File: src/rtl/dm_bus_pkg.sv
// Shared constants for the data-memory port bus: byte-enable width, port ids
// and the common byte-enable patterns.
package dm_bus_pkg;

  localparam int unsigned BYTEEN_W = 4;

  localparam logic PORT_CPU = 1'b0;
  localparam logic PORT_AUX = 1'b1;

  localparam logic [BYTEEN_W-1:0] BE_WORD = 4'hf;
  localparam logic [BYTEEN_W-1:0] BE_NONE = 4'h0;

endpackage

File: src/rtl/dm_arb_lock_state.sv
// Arbitration state for the DM port arbiter: tie-break priority plus the
// bounded burst-lock run (owner, active flag, consecutive grant count).
module dm_arb_lock_state
  import dm_bus_pkg::*;
#(
  parameter int unsigned LOCK_MAX = 4
) (
  input  logic clk,
  input  logic reset,
  input  logic gnt_valid,
  input  logic gnt_id,
  input  logic gnt_lock,
  output logic prio,
  output logic lk_valid,
  output logic lk_id
);

  localparam int unsigned CNT_W = 4;
  localparam logic [CNT_W:0] LOCK_LIM = (CNT_W + 1)'(LOCK_MAX);

  logic             prio_q, prio_d;
  logic             lk_valid_q, lk_valid_d;
  logic             lk_id_q, lk_id_d;
  logic [CNT_W-1:0] lk_cnt_q, lk_cnt_d;
  logic [CNT_W-1:0] run_base;

  // A grant continues the run only if it goes to the current lock owner;
  // any other grant starts counting from zero.
  always_comb begin
    prio_d     = prio_q;
    lk_valid_d = 1'b0;
    lk_id_d    = lk_id_q;
    lk_cnt_d   = '0;
    run_base   = '0;
    if (gnt_valid) begin
      prio_d   = ~gnt_id;
      run_base = (lk_valid_q && (lk_id_q == gnt_id)) ? lk_cnt_q : '0;
      if (gnt_lock && (({1'b0, run_base} + (CNT_W + 1)'(1)) < LOCK_LIM)) begin
        lk_valid_d = 1'b1;
        lk_id_d    = gnt_id;
        lk_cnt_d   = run_base + CNT_W'(1);
      end
    end
  end

  always_ff @(posedge clk or posedge reset) begin
    if (reset) begin
      prio_q     <= PORT_CPU;
      lk_valid_q <= 1'b0;
      lk_id_q    <= PORT_CPU;
      lk_cnt_q   <= '0;
    end else begin
      prio_q     <= prio_d;
      lk_valid_q <= lk_valid_d;
      lk_id_q    <= lk_id_d;
      lk_cnt_q   <= lk_cnt_d;
    end
  end

  assign prio     = prio_q;
  assign lk_valid = lk_valid_q;
  assign lk_id    = lk_id_q;

endmodule

File: src/rtl/dm_port_arbiter.sv
// Two-master arbiter for the single data-memory port: combinational grant and
// zero-latency ack, round-robin with bounded burst lock, datapath muxing.
module dm_port_arbiter
  import dm_bus_pkg::*;
#(
  parameter int unsigned LOCK_MAX = 4,
  parameter int unsigned ADDR_W   = 32
) (
  input  logic                clk,
  input  logic                reset,
  input  logic                m0_req,
  input  logic [ADDR_W-1:0]   m0_addr,
  input  logic [31:0]         m0_wdata,
  input  logic [BYTEEN_W-1:0] m0_byteen,
  input  logic                m0_lock,
  output logic                m0_ack,
  output logic [31:0]         m0_rdata,
  input  logic                m1_req,
  input  logic [ADDR_W-1:0]   m1_addr,
  input  logic [31:0]         m1_wdata,
  input  logic [BYTEEN_W-1:0] m1_byteen,
  input  logic                m1_lock,
  output logic                m1_ack,
  output logic [31:0]         m1_rdata,
  output logic [ADDR_W-1:0]   mem_addr,
  output logic [31:0]         mem_wdata,
  output logic [BYTEEN_W-1:0] mem_byteen,
  input  logic [31:0]         mem_rdata,
  output logic                owner
);

  logic       prio, lk_valid, lk_id;
  logic       gnt_valid, gnt_id, gnt_lock;
  logic [1:0] req;

  assign req = {m1_req, m0_req};

  // Nothing is granted while reset is high, so no ack and no write can leak out.
  always_comb begin
    gnt_valid = 1'b0;
    gnt_id    = PORT_CPU;
    if (!reset) begin
      if (lk_valid && req[lk_id]) begin
        gnt_valid = 1'b1;
        gnt_id    = lk_id;
      end else if (req == 2'b11) begin
        gnt_valid = 1'b1;
        gnt_id    = prio;
      end else if (req != 2'b00) begin
        gnt_valid = 1'b1;
        gnt_id    = m1_req ? PORT_AUX : PORT_CPU;
      end
    end
  end

  always_comb begin
    mem_addr   = '0;
    mem_wdata  = '0;
    mem_byteen = BE_NONE;
    gnt_lock   = 1'b0;
    if (gnt_valid) begin
      mem_addr   = (gnt_id == PORT_AUX) ? m1_addr   : m0_addr;
      mem_wdata  = (gnt_id == PORT_AUX) ? m1_wdata  : m0_wdata;
      mem_byteen = (gnt_id == PORT_AUX) ? m1_byteen : m0_byteen;
      gnt_lock   = (gnt_id == PORT_AUX) ? m1_lock   : m0_lock;
    end
  end

  assign m0_ack   = gnt_valid && (gnt_id == PORT_CPU);
  assign m1_ack   = gnt_valid && (gnt_id == PORT_AUX);
  assign owner    = gnt_id;
  assign m0_rdata = mem_rdata;
  assign m1_rdata = mem_rdata;

  dm_arb_lock_state #(
    .LOCK_MAX (LOCK_MAX)
  ) u_lock_state (
    .clk      (clk),
    .reset    (reset),
    .gnt_valid(gnt_valid),
    .gnt_id   (gnt_id),
    .gnt_lock (gnt_lock),
    .prio     (prio),
    .lk_valid (lk_valid),
    .lk_id    (lk_id)
  );

endmodule

File: config.mk
export PLATFORM = sky130hd
export DESIGN_NAME = dm_port_arbiter
export DESIGN_NICKNAME = d
export VERILOG_FILES = /design/src/rtl/dm_bus_pkg.sv /design/src/rtl/dm_arb_lock_state.sv /design/src/rtl/dm_port_arbiter.sv
export SDC_FILE = /design/constraint.sdc
export NUM_CORES = 1
export LEC_CHECK = 0
export CAP_MARGIN = 25
export CORE_AREA = 2 2 119 121
export DETAILED_ROUTE_END_ITERATION = 8
export DIE_AREA = 0 0 121 123
export HOLD_SLACK_MARGIN = 0.1
export PLACE_DENSITY_LB_ADDON = 0.05
export REMOVE_ABC_BUFFERS = 1
export SLEW_MARGIN = 20
export SYNTH_ARGS = -nofsm -noshare
export SYNTH_HDL_FRONTEND = slang
export SYNTH_SLANG_ARGS = --single-unit
File: constraint.sdc
create_clock -name clk -period 6.1 [get_ports clk]
set_input_delay 1.22 -clock clk [delete_from_list [all_inputs] [get_ports clk]]
set_output_delay 1.22 -clock clk [all_outputs]
set_load 0.05 [all_outputs]
==> metrics.md, run 1 <==
| Metric | Value |
|---|---|
| Outcome | completed |
| Share of layout cells above drive strength 1 | 3.64% |
| RSZ-0062 raised after global routing | false |
| Routed wl met3 | 2570 um |
| CTS max path bufs | 2 |
| Slowest cell on the critical path | clkdlybuf4s50_1 |
| Setup TNS | 0 ps |
| Final WL | approximately 15000 um |
| Global-route wire length before repair | ~19000 um |
| Design Area, Final | 3800 sq um |
| Most common cell after layout, fill and taps aside | clkdlybuf4s50_1 |
| Initial core utilization | 13.7% |
| Sequential cell area | ~180 sq um |
| Final Wtd Congestion | 0.743 |
| Fin Clk Skew | 2.76 ps |
| Slew @ Worst Pin | approximately 570 ps |
| Commonest non-fill, non-tap cells in the layout | 212 x clkdlybuf4s50_1, 138 x nand2_1, 37 x o21ai_0 |
| Reg clk slew, reported paths | 40 ps |
| Fin nets | 643 |
| Synth Area in Compound Gates | between 20 and 25% |
| Post-Synth Adder-Cell Area | 0.670% |
| Via count | 2597 |
| Period utilisation layout | 85.7% |
| Number of synthesized register bits | 7 |
| Root Buffer | clkbuf_16 |
| Max_slew headroom | 61.8% |
| Post-synthesis mux area share | 1.61% |
| Slew Limit Fails | 0 |
| Crit path largest cell delay | around 930 ps |
| GR Overflow Total | 0 |
| # clock sinks | 7 |
| Core area | roughly 14000 sq um |
| Num CTS Buffers | 3 |
| Worst vdd ir | 0.135 mV |
| Synth Warn # | 0 |
| Die Wd | roughly 120 um |
| Top sig layer | met5 |
| Pwr Total | 0.570 mW |
| Synth Instances | around 330 |
| Initial antenna violation count | 0 |
| Mapped Area | around 1900 sq um |
| Worst Setup End Kind | output pin |
| Syn avg cell area | 5.64 sq um |
| Routed Antenna Nets | 0 |
| Post-synthesis cell type count | 29 |
| Top cell by count, worst path | clkdlybuf4s50_1 |
| F_max | 0.191 GHz |
| Synth Area in XOR/XNOR | 0% |
| Via/cell ratio | 4.01 |
| Final setup fails | 0 |
| PnR worst setup slack | between 800 and 900 ps |
| Post-layout min period | 5230 ps |
| DRT met1 WL | around 6100 um |
| TritonCTS clock tree | done |
| Chip height | 123 um |
| CP Class | in2out |
| WP data required | roughly 5000 ps |
| Largest family of logic cells by synthesized area | simple AND/OR/NAND/NOR gates |
| GRT Total Usage | 18.5% |
| Post-CTS resize count | 0 |
| Critical Path Source Type | input pin |
| Die area | 14900 sq um |
| Hold buffers post-CTS | 0 |
| Post-Layout Cell Count | 648 |
| Leak | 1.39 nW |
| Area of the multi-input gates | approximately 1100 sq um |
| DRT Pass-1 Iters | 4 |
| # rows | 43 |
| Pwr Density | 150 nW/um^2 |
| Placed instance count | ~640 |
| DR WL/cell | 22.7 um |
| Worst path arrival time | between 4000 and 5000 ps |
| Dpl hpwl | 12500 um |
| Worst-path cell chain | clkdlybuf4s50_1 -> nor2_1 -> nor2_4 -> buf_4 -> nand2_1 -> o21ai_0 -> clkdlybuf4s50_1 |
| Register area share after synthesis | 9.38% |
| Setup WS pre-CTS | 893 ps |
| Placement Cell Area | 3720 sq um |
| Fillers | 1511 |
| CP delay by family, top | buffers and inverters |
| Residual DRC | 0 |
| Synth Area in Simple Gates | 32.8% |
| Area Overhead vs Synth | 103% |
| IO buf count | 212 |
| Hold WS | 504 ps |
| Post-Route Utilization | 27.9% |
| CP max FO | 17 |
| Num ports | 309 |
| Worst Hold Class | reg2reg |
| Post-CTS Setup Inserts | 0 |
| Final Hold Fails | 0 |
| Vias in the first global route | 2458 |
| Worst-skew pair later-pin latency | 230 ps |
| H-Tree Depth | 1 |
| Largest net degree at the start of global routing | 77 |
| WL met2 | 5890 um |
| Max-cap viol count | 0 |
| DRT iter0 DRCs | 181 |
| Buf/Inv on CP | 3 |
## final timing paths
| kind | cells past startpoint | startpoint | slack [ps] | end |
|---|---|---|---|---|
| setup / recovery | 7 | m0_req | 870 | mem_wdata[25] |
| hold / removal | 2 | u_lock_state.prio | 500 | u_lock_state.prio |
| setup reg to reg | 9 | u_lock_state.lk_id | 3820 | u_lock_state.lk_id |
| hold reg to reg | 2 | u_lock_state.prio | 500 | u_lock_state.prio |
| max in group asynchronous | 2 | reset | 4460 | u_lock_state.lk_cnt_q[1] |
| min in group asynchronous | 2 | reset | 1420 | u_lock_state.lk_valid |
## state kept, by name, indices dropped and copies added (netlist names)
register / count
u_lock_state.lk_cnt_q: 4
u_lock_state.lk_valid: 1
u_lock_state.lk_id: 1
u_lock_state.prio: 1
## report_power, final
part | switching (mW) | internal [mW]
clock network | 0.0249 | 0.0870
logic | 0.235 | 0.171
registers | 0.00197 | 0.0495
## Yosys cell counts, drive strengths merged
master | instances | share of area (%)
dfrtp | 7 | 9.4
nor4 | 1 | 0.34
a21oi | 3 | 1.0
a2111oi | 1 | 0.80
o22a | 1 | 0.47
buf | 77 | 30
and2 | 3 | 1.0
conb | 1 | 0.20
nand2 | 138 | 28
ha | 1 | 0.67
o31a | 1 | 0.47
a2bb2oi | 1 | 0.80
nand2b | 1 | 0.74
o21ai | 69 | 19
mux2i | 3 | 1.6
inv | 4 | 0.80
nor4b | 1 | 0.80
nor2 | 4 | 0.94
nor3 | 2 | 0.80
clkbuf | 10 | 2.0
nor3b | 1 | 0.40
a211oi | 1 | 0.40
## cell families (layout without fill, tap and decap cells)
family	Yosys count	in the layout
other	1	3
AND/OR/NAND/NOR	151	151
flip-flops	7	7
AO/OA/AOI/OAI	77	77
adder cells (fa/ha/maj)	1	1
multiplexers	3	3
buffers and inverters	91	226
## worst register-to-register path: stages (launching register included)
cell,delay (ps)
dfrtp_1,480
nor4b_2,110
a211oi_1,390
and2_1,220
ha_1,190
nand2_1,70
a21oi_1,150
a2bb2oi_2,110
o31a_1,260
o22a_1,190
## routing by layer
layer	track usage, %	vias to the layer above
met3	13.1	4
met2	26.1	219
met4	1.24	4
met5	8.33	-
li1	-	1267
met1	23.0	1103
## area by class of cell
| class | count | area share (%) |
|---|---|---|
| diodes | 1 | 0.0659 |
| clock buffers | 4 | 2.08 |
| inverters | 4 | 0.395 |
| multi-input cells | 234 | 28.9 |
| flip-flops and latches | 7 | 4.61 |
| well taps | 180 | 5.93 |
| repair buffers | 218 | 58.0 |
Note: power is estimated with default switching activity, not from simulation.
==> run 2: changes to the inputs <==
Settings changed: CELL_PAD_IN_SITES_DETAIL_PLACEMENT set to 1, CELL_PAD_IN_SITES_GLOBAL_PLACEMENT set to 1, CORE_AREA 2 2 119 121 to unset, CORE_UTILIZATION set to 13, DIE_AREA 0 0 121 123 to unset.
==> metrics.md, run 2 (same netlist as run 1, synthesis figures left out) <==
| Metric | Value |
|---|---|
| Outcome | completed (unchanged) |
| Via/cell ratio | 4.18 (was 4.01) |
| GRT Total Usage | 18.9% (was 18.5%) |
| Vias in the first global route | 2588 (was 2458) |
| CTS max path bufs | 2 (unchanged) |
| Core area | 13900 sq um (was 13600 sq um) |
| Commonest non-fill, non-tap cells in the layout | 212 x clkdlybuf4s50_1, 138 x nand2_1, 37 x o21ai_0 (unchanged) |
| Root Buffer | clkbuf_16 (unchanged) |
| Share of layout cells above drive strength 1 | 3.02% (was 3.64%) |
| Hold EP | u_lock_state.prio (unchanged) |
| Die Wd | 122 um (was 121 um) |
| Initial antenna violation count | 1 (was 0) |
| F_max | 0.187 GHz (was 0.191 GHz) |
| # clock sinks | 7 (unchanged) |
| IO buf count | 212 (unchanged) |
| Worst Hold Class | reg2reg (unchanged) |
| Worst reg2reg startpoint | u_lock_state.lk_id (unchanged) |
| Dpl hpwl | 12500 um (about the same) |
| # rows | 43 (unchanged) |
| GRT met3 Usage | 13.6% (was 13.1%) |
| Post-CTS Setup Inserts | 0 (unchanged) |
| Slew Limit Fails | 0 (unchanged) |
| Biggest register | u_lock_state.lk_cnt_q (unchanged) |
| Post-CTS resize count | 0 (unchanged) |
| Routed Antenna Nets | 0 (unchanged) |
| H-Tree Depth | 1 (unchanged) |
| CP max FO | 54 (was 17) |
| Global-route wire length before repair | 19400 um (was 19200 um) |
| Worst reg2reg path depth | 9 (unchanged) |
| Worst vdd ir | 0.102 mV (was 0.135 mV) |
| Chip height | 122 um (was 123 um) |
| Largest register FFs | 4 (unchanged) |
| Setup TNS | 0 ps (unchanged) |
| Pwr Density | 151 nW/um^2 (was 150 nW/um^2) |
| Most common cell after layout, fill and taps aside | clkdlybuf4s50_1 (unchanged) |
| Residual DRC | 0 (unchanged) |
| Final Hold Fails | 0 (unchanged) |
| Slew @ Worst Pin | 611 ps (was 571 ps) |
| Num CTS Buffers | 3 (unchanged) |
| Area Overhead vs Synth | 102% (was 103%) |
| GR Overflow Total | 0 (unchanged) |
| Max-cap viol count | 0 (unchanged) |
| Hold buffers post-CTS | 0 (unchanged) |
| Period utilisation layout | 87.5% (was 85.7%) |
| CP Class | in2out (unchanged) |
| FF-to-FF End | u_lock_state.lk_id (unchanged) |
| Pwr Total | 0.568 mW (was 0.570 mW) |
| Worst path arrival time | 4120 ps (was 4010 ps) |
| Final setup fails | 0 (unchanged) |
| RSZ-0062 raised after global routing | false (unchanged) |
| Reg clk slew, reported paths | 30 ps (was 40 ps) |
| Initial core utilization | 13.4% (was 13.7%) |
| Die area | 14800 sq um (was 14900 sq um) |
| Worst Hold Path Cells | 2 (unchanged) |
| Worst Setup End Kind | output pin (unchanged) |
| FF-to-FF setup slack | 3710 ps (was 3820 ps) |
| Post-layout min period | 5340 ps (was 5230 ps) |
| GR Util met1 | 20.4% (was 23.0%) |
| DR WL/cell | 23.0 um (was 22.7 um) |
| WP data required | 4880 ps (about the same) |
| Max_slew headroom | 59.1% (was 61.8%) |
| DRT Pass-1 Iters | 4 (unchanged) |
| TritonCTS clock tree | done (unchanged) |
| Final WL | 14800 um (was 14700 um) |
| DRT iter0 DRCs | 136 (was 181) |
| Critical Path Source Type | input pin (unchanged) |
| Hold Crit Start | u_lock_state.prio (unchanged) |
| Fin nets | 640 (was 643) |
| Fillers | 1712 (was 1511) |
| Worst-skew pair later-pin latency | 230 ps (about the same) |
| Leak | 1.37 nW (was 1.39 nW) |
| Met2 usage | 29.9% (was 26.1%) |
| Fin Clk Skew | 0.968 ps (was 2.76 ps) |
| Num ports | 309 (unchanged) |
| Busiest grt layer | met2 (unchanged) |
| Via count | 2694 (was 2597) |
| Largest net degree at the start of global routing | 111 (was 77) |
| Final Wtd Congestion | 0.745 (was 0.743) |
run 2: layout make-up:
class | count | area [sq um] | share of cell area (%)
clock buffers | 4 | 78.8 | 2.09
multi-input cells | 234 | 1100 | 29.2
flip-flops and latches | 7 | 175 | 4.65
inverters | 4 | 15.0 | 0.399
diodes | 1 | 2.50 | 0.0665
well taps | 180 | 225 | 5.98
repair buffers | 215 | 2170 | 57.6
run 2: power by group:
group / total (mW) / switching [mW] / internal (mW)
Sequential: 0.0516 / 0.00214 / 0.0495
Clock: 0.110 / 0.0231 / 0.0868
Combinational: 0.406 / 0.238 / 0.168
run 2: worst max-delay path: stages:
cell             delay [ps]
clkdlybuf4s50_1         610
nor2_1                  130
nor2_4                  390
buf_12                  320
nand2_1                  80
o21ai_0                 430
clkdlybuf4s50_1         900
run 2: worst max-delay path by stage:
stage | start | to | slack, ps
after floorplan | m0_req | mem_addr[0] | -1140
after global placement | m0_req | mem_wdata[24] | 690
after detailed placement | m0_req | mem_wdata[5] | 650
after CTS | m0_req | mem_wdata[5] | 660
after global routing | m0_req | mem_wdata[24] | 580
final | m0_req | mem_wdata[5] | 760
run 2: metal layers:
metal	wire length (um)	vias up
li1	-	1261
met2	6620	197
met1	5680	1226
met5	63	-
met3	2380	8
met4	99	2
run 2: through the flow:
step                      hold slack, ps  setup WS (ps)  util [%]  instance area (sq um)  instances
after global routing                 566            576      27.0                   3760        644
after floorplan                      466          -1140         -                   1270        245
final                                509            764      27.0                   3760        645
after detailed placement             501            652      26.4                   3680        640
after global placement               493            694      26.4                   3680        640
after CTS                            509            663      27.0                   3760        644
==> run 3: changes to the inputs <==
Settings changed: CTS_CLUSTER_SIZE set to 24.
==> results of run 3 <==
The final DEF is identical to that of run 2; final timing and power are the same.
